### src/rtl/bin2bcd_pkg.sv
`default_nettype none
// ============================================================================
// Module : bin2bcd_pkg
// Brief  : Shared types, constants and the digit-count helper for bin2bcd_seq.
// Rev    : 1.0
// ============================================================================
package bin2bcd_pkg;

    typedef enum logic [1:0] {
        IDLE  = 2'd0,
        SHIFT = 2'd1,
        DONE  = 2'd2
    } state_t;

    localparam int DIGIT_W    = 4;
    localparam int ADJ_THRESH = 5;
    localparam int ADJ_ADD    = 3;

    // Smallest digit count whose decimal range covers 2**width-1.
    function automatic int ndig_min(input int width);
        longint unsigned max_v;
        longint unsigned pow10;
        int              n;
        max_v = (64'd1 << width) - 64'd1;
        pow10 = 64'd10;
        n     = 1;
        while (pow10 <= max_v) begin
            n     = n + 1;
            pow10 = pow10 * 64'd10;
        end
        return n;
    endfunction

endpackage
`default_nettype wire

### src/rtl/bin2bcd_if.sv
`default_nettype none
// ============================================================================
// Module : bin2bcd_if
// Brief  : Input/output handshake bundle of bin2bcd_seq (blank only with BIN2BCD_BLANK_EN).
// Rev    : 1.0
// ============================================================================
interface bin2bcd_if #(
    parameter int WIDTH = 8,
    parameter int NDIG  = 3
);
    logic                in_valid;
    logic                in_ready;
    logic [WIDTH-1:0]    bin;
    logic                out_valid;
    logic                out_ready;
    logic [4*NDIG-1:0]   bcd;
    logic                busy;
`ifdef BIN2BCD_BLANK_EN
    logic [NDIG-1:0]     blank;

    modport master (output in_valid, bin, out_ready,
                    input  in_ready, out_valid, bcd, busy, blank);
    modport slave  (input  in_valid, bin, out_ready,
                    output in_ready, out_valid, bcd, busy, blank);
`else
    modport master (output in_valid, bin, out_ready,
                    input  in_ready, out_valid, bcd, busy);
    modport slave  (input  in_valid, bin, out_ready,
                    output in_ready, out_valid, bcd, busy);
`endif
endinterface
`default_nettype wire

### src/rtl/bcd_digit_adj.sv
`default_nettype none
// ============================================================================
// Module : bcd_digit_adj
// Brief  : Double-dabble digit correction: add 3 when the digit is 5 or more.
// Rev    : 1.0
// ============================================================================
module bcd_digit_adj
    import bin2bcd_pkg::*;
(
    input  logic [DIGIT_W-1:0] din,
    output logic [DIGIT_W-1:0] dout
);
    // Wraps within 4 bits; inputs never exceed 9 so no carry is lost.
    assign dout = (din >= DIGIT_W'(ADJ_THRESH)) ? din + DIGIT_W'(ADJ_ADD) : din;
endmodule
`default_nettype wire

### src/rtl/bin2bcd_seq.sv
`default_nettype none
// ============================================================================
// Module : bin2bcd_seq
// Brief  : One-bit-per-clock double-dabble converter with ready/valid ports.
//          Optional BIN2BCD_BLANK_EN adds a registered leading-zero blank mask.
// Rev    : 1.0
// ============================================================================
module bin2bcd_seq
    import bin2bcd_pkg::*;
#(
    parameter int WIDTH = 8,
    parameter int NDIG  = 3
) (
    input  logic           clk,
    input  logic           rst_n,
    bin2bcd_if.slave       bus
);
    localparam int CNT_W = $clog2(WIDTH + 1);
    localparam int BCD_W = DIGIT_W * NDIG;

    if (NDIG < ndig_min(WIDTH)) begin : g_ndig_check
        $error("bin2bcd_seq: NDIG=%0d too small for WIDTH=%0d", NDIG, WIDTH);
    end

    state_t             state_q, state_d;
    logic [CNT_W-1:0]   cnt_q,   cnt_d;
    logic [WIDTH-1:0]   sr_q,    sr_d;
    logic [BCD_W-1:0]   dig_q,   dig_d;
    logic [BCD_W-1:0]   bcd_q,   bcd_d;
    logic [BCD_W-1:0]   dig_adj;

    for (genvar i = 0; i < NDIG; i++) begin : g_adj
        bcd_digit_adj u_adj (
            .din  (dig_q[i*DIGIT_W +: DIGIT_W]),
            .dout (dig_adj[i*DIGIT_W +: DIGIT_W])
        );
    end

`ifdef BIN2BCD_BLANK_EN
    logic [NDIG-1:0] blank_q, blank_d, blank_next;
    logic            upper_zero;

    // Walk from the top digit down; digit 0 is never blanked.
    always_comb begin
        blank_next = '0;
        upper_zero = 1'b1;
        for (int i = NDIG - 1; i >= 1; i--) begin
            upper_zero    = upper_zero && (dig_q[i*DIGIT_W +: DIGIT_W] == '0);
            blank_next[i] = upper_zero;
        end
    end

    assign bus.blank = blank_q;
`endif

    always_comb begin
        state_d = state_q;
        cnt_d   = cnt_q;
        sr_d    = sr_q;
        dig_d   = dig_q;
        bcd_d   = bcd_q;
`ifdef BIN2BCD_BLANK_EN
        blank_d = blank_q;
`endif
        case (state_q)
            IDLE: begin
                if (bus.in_valid) begin
                    state_d = SHIFT;
                    sr_d    = bus.bin;
                    dig_d   = '0;
                    cnt_d   = '0;
                end
            end
            SHIFT: begin
                // One extra cycle after the last shift to latch the result.
                if (cnt_q == CNT_W'(WIDTH)) begin
                    state_d = DONE;
                    bcd_d   = dig_q;
`ifdef BIN2BCD_BLANK_EN
                    blank_d = blank_next;
`endif
                end else begin
                    {dig_d, sr_d} = {dig_adj, sr_q} << 1;
                    cnt_d         = cnt_q + CNT_W'(1);
                end
            end
            DONE: begin
                if (bus.out_ready) state_d = IDLE;
            end
            default: state_d = IDLE;
        endcase
    end

    always_ff @(posedge clk or negedge rst_n) begin
        if (!rst_n) begin
            state_q <= IDLE;
            cnt_q   <= '0;
            sr_q    <= '0;
            dig_q   <= '0;
            bcd_q   <= '0;
`ifdef BIN2BCD_BLANK_EN
            blank_q <= '0;
`endif
        end else begin
            state_q <= state_d;
            cnt_q   <= cnt_d;
            sr_q    <= sr_d;
            dig_q   <= dig_d;
            bcd_q   <= bcd_d;
`ifdef BIN2BCD_BLANK_EN
            blank_q <= blank_d;
`endif
        end
    end

    assign bus.in_ready  = (state_q == IDLE);
    assign bus.out_valid = (state_q == DONE);
    assign bus.busy      = (state_q == SHIFT) || (state_q == DONE);
    assign bus.bcd       = bcd_q;

endmodule
`default_nettype wire

### src/flat_wrapper.sv
// flat-port wrapper written by rule: the top's interface ports become plain ports
module bin2bcd_seq_flat import bin2bcd_pkg::*;
#(
    parameter int WIDTH = 8,
    parameter int NDIG  = 3
)
  (clk, rst_n, bus_in_valid, bus_bin, bus_out_ready, bus_in_ready, bus_out_valid, bus_bcd, bus_busy);
  bin2bcd_if #(.WIDTH(WIDTH), .NDIG(NDIG)) bus_i ();
  input  logic clk;
  input  logic rst_n;
  input wire logic [$bits(bus_i.in_valid)-1:0] bus_in_valid;
  input wire logic [$bits(bus_i.bin)-1:0] bus_bin;
  input wire logic [$bits(bus_i.out_ready)-1:0] bus_out_ready;
  output wire logic [$bits(bus_i.in_ready)-1:0] bus_in_ready;
  output wire logic [$bits(bus_i.out_valid)-1:0] bus_out_valid;
  output wire logic [$bits(bus_i.bcd)-1:0] bus_bcd;
  output wire logic [$bits(bus_i.busy)-1:0] bus_busy;
  assign bus_i.in_valid = bus_in_valid;
  assign bus_i.bin = bus_bin;
  assign bus_i.out_ready = bus_out_ready;
  assign bus_in_ready = bus_i.in_ready;
  assign bus_out_valid = bus_i.out_valid;
  assign bus_bcd = bus_i.bcd;
  assign bus_busy = bus_i.busy;
  bin2bcd_seq #(.WIDTH(WIDTH), .NDIG(NDIG)) u_core (.clk(clk), .rst_n(rst_n), .bus(bus_i));
endmodule
### config.mk
export PLATFORM = sky130hd
export DESIGN_NAME = bin2bcd_seq_flat
export DESIGN_NICKNAME = d
export VERILOG_FILES = /design/src/rtl/bin2bcd_pkg.sv /design/src/rtl/bin2bcd_if.sv /design/src/rtl/bcd_digit_adj.sv /design/src/rtl/bin2bcd_seq.sv /design/src/flat_wrapper.sv
export SDC_FILE = /design/constraint.sdc
export NUM_CORES = 1
export LEC_CHECK = 0
export ABC_AREA = 1
export CAP_MARGIN = 40
export CELL_PAD_IN_SITES_DETAIL_PLACEMENT = 0
export CELL_PAD_IN_SITES_GLOBAL_PLACEMENT = 2
export CORE_ASPECT_RATIO = 1.2
export CORE_MARGIN = 2
export CORE_UTILIZATION = 33
export CTS_CLUSTER_SIZE = 20
export DETAILED_ROUTE_END_ITERATION = 6
export GPL_ROUTABILITY_DRIVEN = 0
export PLACE_DENSITY_LB_ADDON = 0.1
export SYNTH_ARGS = -nofsm -noshare
export SYNTH_HDL_FRONTEND = slang
export SYNTH_SLANG_ARGS = --single-unit
export TNS_END_PERCENT = 20
### constraint.sdc
create_clock -name clk -period 1.75 [get_ports clk]
set_input_delay 0.35 -clock clk [delete_from_list [all_inputs] [get_ports clk]]
set_output_delay 0.35 -clock clk [all_outputs]
set_load 0.01 [all_outputs]
==> results.toml, run 1 <==
[cts]
cts_root_buf = "clkbuf_8"
insertion_delay_ns = 0.29
cts_buffers = 5
h-tree-depth = 2
cts.sinks = 38
clk_pin_slew_ns = 0.07
cts_buffer_depth = 2
hold_buffers = 0
cts_tree = "yes"

[status]
status = "completed"

[timing]
worst_slack_ns = 0.0776
clock_skew_ns = 0.00978
setup_viol = 0
worstMarginPinSlew_ns = 0.493
rsz0062_at_grt = "no"
slew_violations = 0
slew_headroom_pct = 67.1
min_period_ns = 1.67
hold_slack_ns = 0.111
min_period_over_period_pct = 95.6
hold_violations = 0
fmax_ghz = 0.598
tns_ns = 0

[power_and_ir_drop]
comb_power_share_pct = 43.3
leakage_nw = 1.23
max-vdd-ir-drop_v = 0.000653
pwr_density_cell_mw_per_mm2 = 1330
p_sw_share_pct = 38.6
p_seq_share_pct = 34.3
power.total_mw = 3.36
p_sw_mw = 1.30
power_frac_clock_pct = 22.4
p_int_mw = 2.06

[die]
start_util_pct = 34.1
placement_rows = 31
core_area_mm2 = 0.00601
die-area_mm2 = 0.00687
die_w_um = 76.0
io_pins = 27
die-height_um = 90.4

[finish]
postLayoutCoreUtil_pct = 41.9
diodes = 0
finalNonFillerCells = 356
final_nets = 297
synthToLayoutAreaGrowth_pct = 22.9
drive_above_1_share_pct = 16.4
fin_area_mm2 = 0.00252

[run]
drv_cap = 0

[yosys]
ys_ff_latch = 38
synth_fp_nets = 265
synth_async_sr_flop_share_pct = 100
yosysTopAreaCell = "dfrtp_1"
synth_cell_types = 22
synth_area_leaders = "dfrtp_1 (46%), nand2_1 (14%), ha_1 (6.7%), o21ai_2 (6.0%), o21ai_0 (5.4%)"
synth.top_cell.area_share_pct = 46.3
ys_seq_area_share_pct = 46.3
syn_area_mm2 = 0.00205
syn_inst = 242
ys.warnings.count = 0
synth_edf_count = 0
avgSynthCellArea_um2 = 8.48
ys.flop_type = "dfrtp_1"
synth_commonest_cells = "nand2_1 (74), dfrtp_1 (38), inv_1 (29)"
synth.most_common_cell = "nand2_1"

[setup_path]
cp_num_buf_inv = 2
cp_max_fo = 3
arrival_ns = 1.32
setup.worst_path.class = "register to output pin"
cp_cell_sequence = "inv_1 -> ha_2 -> dlygate4sd2_1"
cp-end-kind = "output pin"
critical-path-max-stage-delay_ns = 0.40
crit_family = "flip-flops"
cp_slowest_cell = "dfrtp_1"
required_ns = 1.40
start_kind = "register"

[route]
route.detailed.drc = 0
drt_iter0_markers = 64
vias = 1615
wl_um = 4020
ant_nets = 0
first_pass_iters = 4
vias_per_cell = 4.54
wl_per_cell_um = 11.3

[placed_design]
io_buffers = 26
place_ws_ns = 0.117
hpwlAfterDp_um = 2920
place_area_mm2 = 0.00240
dp_cells = 348

[global_routing]
grtUsageTotal_pct = 13.3
antenna_found_initial = 0
grt_max_degree = 39
grt-ovfl-total = 0
grt_pass1_wl_um = 7430
grt_pass1_vias = 1576

[hold_path]
hold_path_class = "input pin to asynchronous set/reset pin"
## final timing paths
path                       slack, ns         startpoint  cells after the start           endpoint
setup / recovery                0.08  u_core.state_q[1]                      3           bus_busy
hold / removal                  0.11              rst_n                      2  u_core.bus.bcd[5]
setup reg to reg                0.21  u_core.state_q[1]                      7   u_core.dig_q[10]
hold reg to reg                 0.48  u_core.bus.bcd[6]                      2  u_core.bus.bcd[6]
max in group asynchronous       1.29              rst_n                      2    u_core.cnt_q[3]
min in group clk                0.48  u_core.bus.bcd[6]                      2  u_core.bus.bcd[6]
## cells by family after synthesis
kind of cell               after synthesis  synth area share (%)
AOI/OAI and AO/OA                       41                  12.7
xor gates and xnor gates                 1                 0.427
adders and majority gates               11                  6.71
buffers and inverters                   41                  9.63
DFF                                     38                  46.3
and+or+nand+nor                        110                  24.2
## per-layer routing
metal	vias to the layer above	global-route usage (%)	routed length, µm
met1	733	17.4	1850
li1	840	-	-
met4	0	4.55	62
met3	6	2.40	153
met5	-	0	0
met2	36	22.2	1950
## power by group through the flow
| stage | Clock [mW] | Sequential, mW | Combinational [mW] |
|---|---|---|---|
| after floorplan | 0 | 1.14 | 1.15 |
| after global placement | 0 | 1.17 | 1.50 |
| after detailed placement | 0 | 1.17 | 1.49 |
| after CTS | 0.790 | 1.15 | 1.47 |
| after global routing | 0.835 | 1.18 | 1.66 |
| final | 0.753 | 1.15 | 1.45 |
## layout by cell type, fill, tap and decap left out, types with 2 or more instances in the layout
cell type	instances
nand2_1	74
dfrtp_1	38
inv_1	27
o21ai_0	22
clkdlybuf4s50_1	22
nand3_1	21
o21ai_2	14
ha_1	9
clkbuf_8	6
buf_4	6
inv_2	4
nand2_2	4
nand4_1	4
o21ai_1	3
nor2_1	3
dlygate4sd2_1	3
nand3_2	2
ha_2	2
## sequential cells by signal, summed over array words and instances (netlist names)
signal          count
u_core.dig_q       12
u_core.state_q      2
u_core.bus.bcd     12
u_core.cnt_q        4
u_core.sr_q         8
## worst reg2reg max path, cell delays in order, from the launching register on
cell and delay (ns):
dfrtp_1 0.40, inv_1 0.09, ha_2 0.31, buf_4 0.17, nand3_2 0.09, inv_2 0.21, nand3_1 0.11, o21ai_1 0.09
## repair_timing
item / in CTS / in global routing
gates resized for setup: 4 / 3
endpoints found under the setup margin: 3 / 14
buffers inserted: 0 / 1
## layout make-up
class	count	area, µm²
Clock buffer	6	82.6
Clock inverter	1	30.0
Fill cell	646	3490
Inverter	33	130
Multi-Input combinational cell	163	908
Sequential cell	38	951
Tap cell	82	103
Timing Repair Buffer	33	317
Note: power is estimated with default switching activity, not from simulation.
==> inputs of run 2 (changes only) <==
- CORE_UTILIZATION: 33 -> 37
- DONT_BUFFER_PORTS: not set -> 1
==> results.toml, run 2 (same netlist as run 1, synthesis figures left out) <==
[die]
die-height_um = 85.6
core_area_mm2 = 0.00533
io_pins = 27
die_w_um = 72.0
start_util_pct = 38.5
die-area_mm2 = 0.00616
placement_rows = 29

[setup_path]
critical-path-max-stage-delay_ns = 0.40
cp-end-kind = "register"
setup.worst_path.class = "register to register"
cp_max_fo = 12
required_ns = 1.97
cp_slowest_cell = "dfrtp_1"
start_kind = "register"
cp_cell_sequence = "inv_1 -> ha_1 -> buf_4 -> nand3_2 -> inv_2 -> nand3_1 -> o21ai_2"
arrival_ns = 1.79

[finish]
final_nets = 270
final_common_cell = "nand2_1"
finalNonFillerCells = 310
multi_input_area_um2 = 906
final.fill_count = 553
synthToLayoutAreaGrowth_pct = 9.27
diodes = 0
drive_above_1_share_pct = 16.1
seqCellArea_um2 = 951
layout_common_cells = "nand2_1 (74), dfrtp_1 (38), inv_1 (29)"
postLayoutCoreUtil_pct = 42.0

[global_routing]
grt-ovfl-total = 0
grt_max_degree = 39
grt_pass1_vias = 1546
antenna_found_initial = 0
grtUsageTotal_pct = 14.6
grt_pass1_wl_um = 7050

[cts]
h-tree-depth = 2
cts.sinks = 38
cts_buffer_depth = 2
cts_tree = "yes"
cts_buffers = 5
cts_root_buf = "clkbuf_8"
clk_pin_slew_ns = 0.08
insertion_delay_ns = 0.28

[timing]
setup_viol = 0
tns_ns = 0
worstMarginPinSlew_ns = 0.397
slew_violations = 0
hold_slack_ns = 0.201
slew_headroom_pct = 73.5
rsz0062_at_grt = "no"
min_period_ns = 1.57
clock_skew_ns = 0.00328
min_period_over_period_pct = 89.8
fmax_ghz = 0.636
hold_violations = 0

[route]
first_pass_iters = 4
wl_um = 3900
vias_per_cell = 4.89
ant_nets = 0
wl_per_cell_um = 12.6
drt_iter0_markers = 93
vias = 1517
route.detailed.drc = 0

[power_and_ir_drop]
max-vdd-ir-drop_v = 0.000751
pwr_density_cell_mw_per_mm2 = 1440
leakage_nw = 1.13
power.total_mw = 3.22

[run]
drv_cap = 0

[placed_design]
hpwlAfterDp_um = 2840
dp_cells = 300
io_buffers = 0

[hold_path]
hold_path_class = "input pin to register"

[status]
status = "completed"
run 2: changes by cell type in the layout (fill, tap and decap cells not counted):
cell / previous run / this run
buf_12: 1 / 2
buf_2: 1 / 0
buf_4: 6 / 3
clkbuf_8: 6 / 5
clkdlybuf4s50_1: 22 / 0
clkinv_2: 0 / 2
clkinvlp_4: 1 / 0
dlygate4sd2_1: 3 / 0
dlygate4sd3_1: 0 / 1
ha_1: 9 / 10
ha_2: 2 / 1
inv_1: 27 / 29
inv_2: 4 / 3
run 2: power breakdown:
part,switching (mW),internal (mW)
Clock,0.307,0.419
Combinational,0.876,0.469
Sequential,0.0966,1.05
Total,1.28,1.94
run 2: per-stage QoR:
stage	area, µm²	setup WS, ns
2_1_floorplan	2050	0.350
3_3_place_gp	2100	0.203
3_5_place_dp	2100	0.118
4_1_cts	2240	0.0996
5_1_grt	2240	0.0207
6_report	2240	0.178
run 2: worst paths after layout:
path                                   start                  to  slack (ns)  depth (start not counted)
hold / removal                    bus_bin[0]      u_core.sr_q[0]        0.20                          2
setup reg to reg           u_core.state_q[1]     u_core.dig_q[2]        0.18                          7
min in group asynchronous              rst_n  u_core.bus.bcd[10]        0.52                          2
max in group asynchronous              rst_n     u_core.dig_q[1]        1.02                          2
setup / recovery           u_core.state_q[1]     u_core.dig_q[2]        0.18                          7
hold reg to reg               u_core.sr_q[0]      u_core.sr_q[0]        0.48                          2
run 2: worst max-delay path: cells and delay by family (launching register included):
family,cells,cell delay (ns)
AO/OA/AOI/OAI,1,0.07
flip-flops,1,0.40
AND/OR/NAND/NOR,2,0.23
adder cells (fa/ha/maj),1,0.31
buffers and inverters,3,0.49
run 2: layer usage:
| layer | share of wire [%] | up-vias | GRT usage, % |
|---|---|---|---|
| met4 | 0.74 | 0 | 4.63 |
| met2 | 48 | 32 | 24.0 |
| met3 | 3.7 | 2 | 4.47 |
| met1 | 48 | 703 | 18.4 |
| li1 | - | 780 | - |
| met5 | 0 | - | 0 |
run 2: timing repair:
item                                   4_1_cts  5_1_grt
hold buffers                                 2        0
setup endpoints to repair                    0        1
gates resized for setup                      0        1
buffers inserted                             0        0
endpoints found under the hold margin       38        0
run 2: final cells by class:
type	instances	share of cell area, %
clock buffers	5	3.07
clock inverters	3	1.79
inverters	33	5.64
multi-input cells	163	40.4
flip-flops and latches	38	42.4
well taps	62	3.46
repair buffers	6	3.24
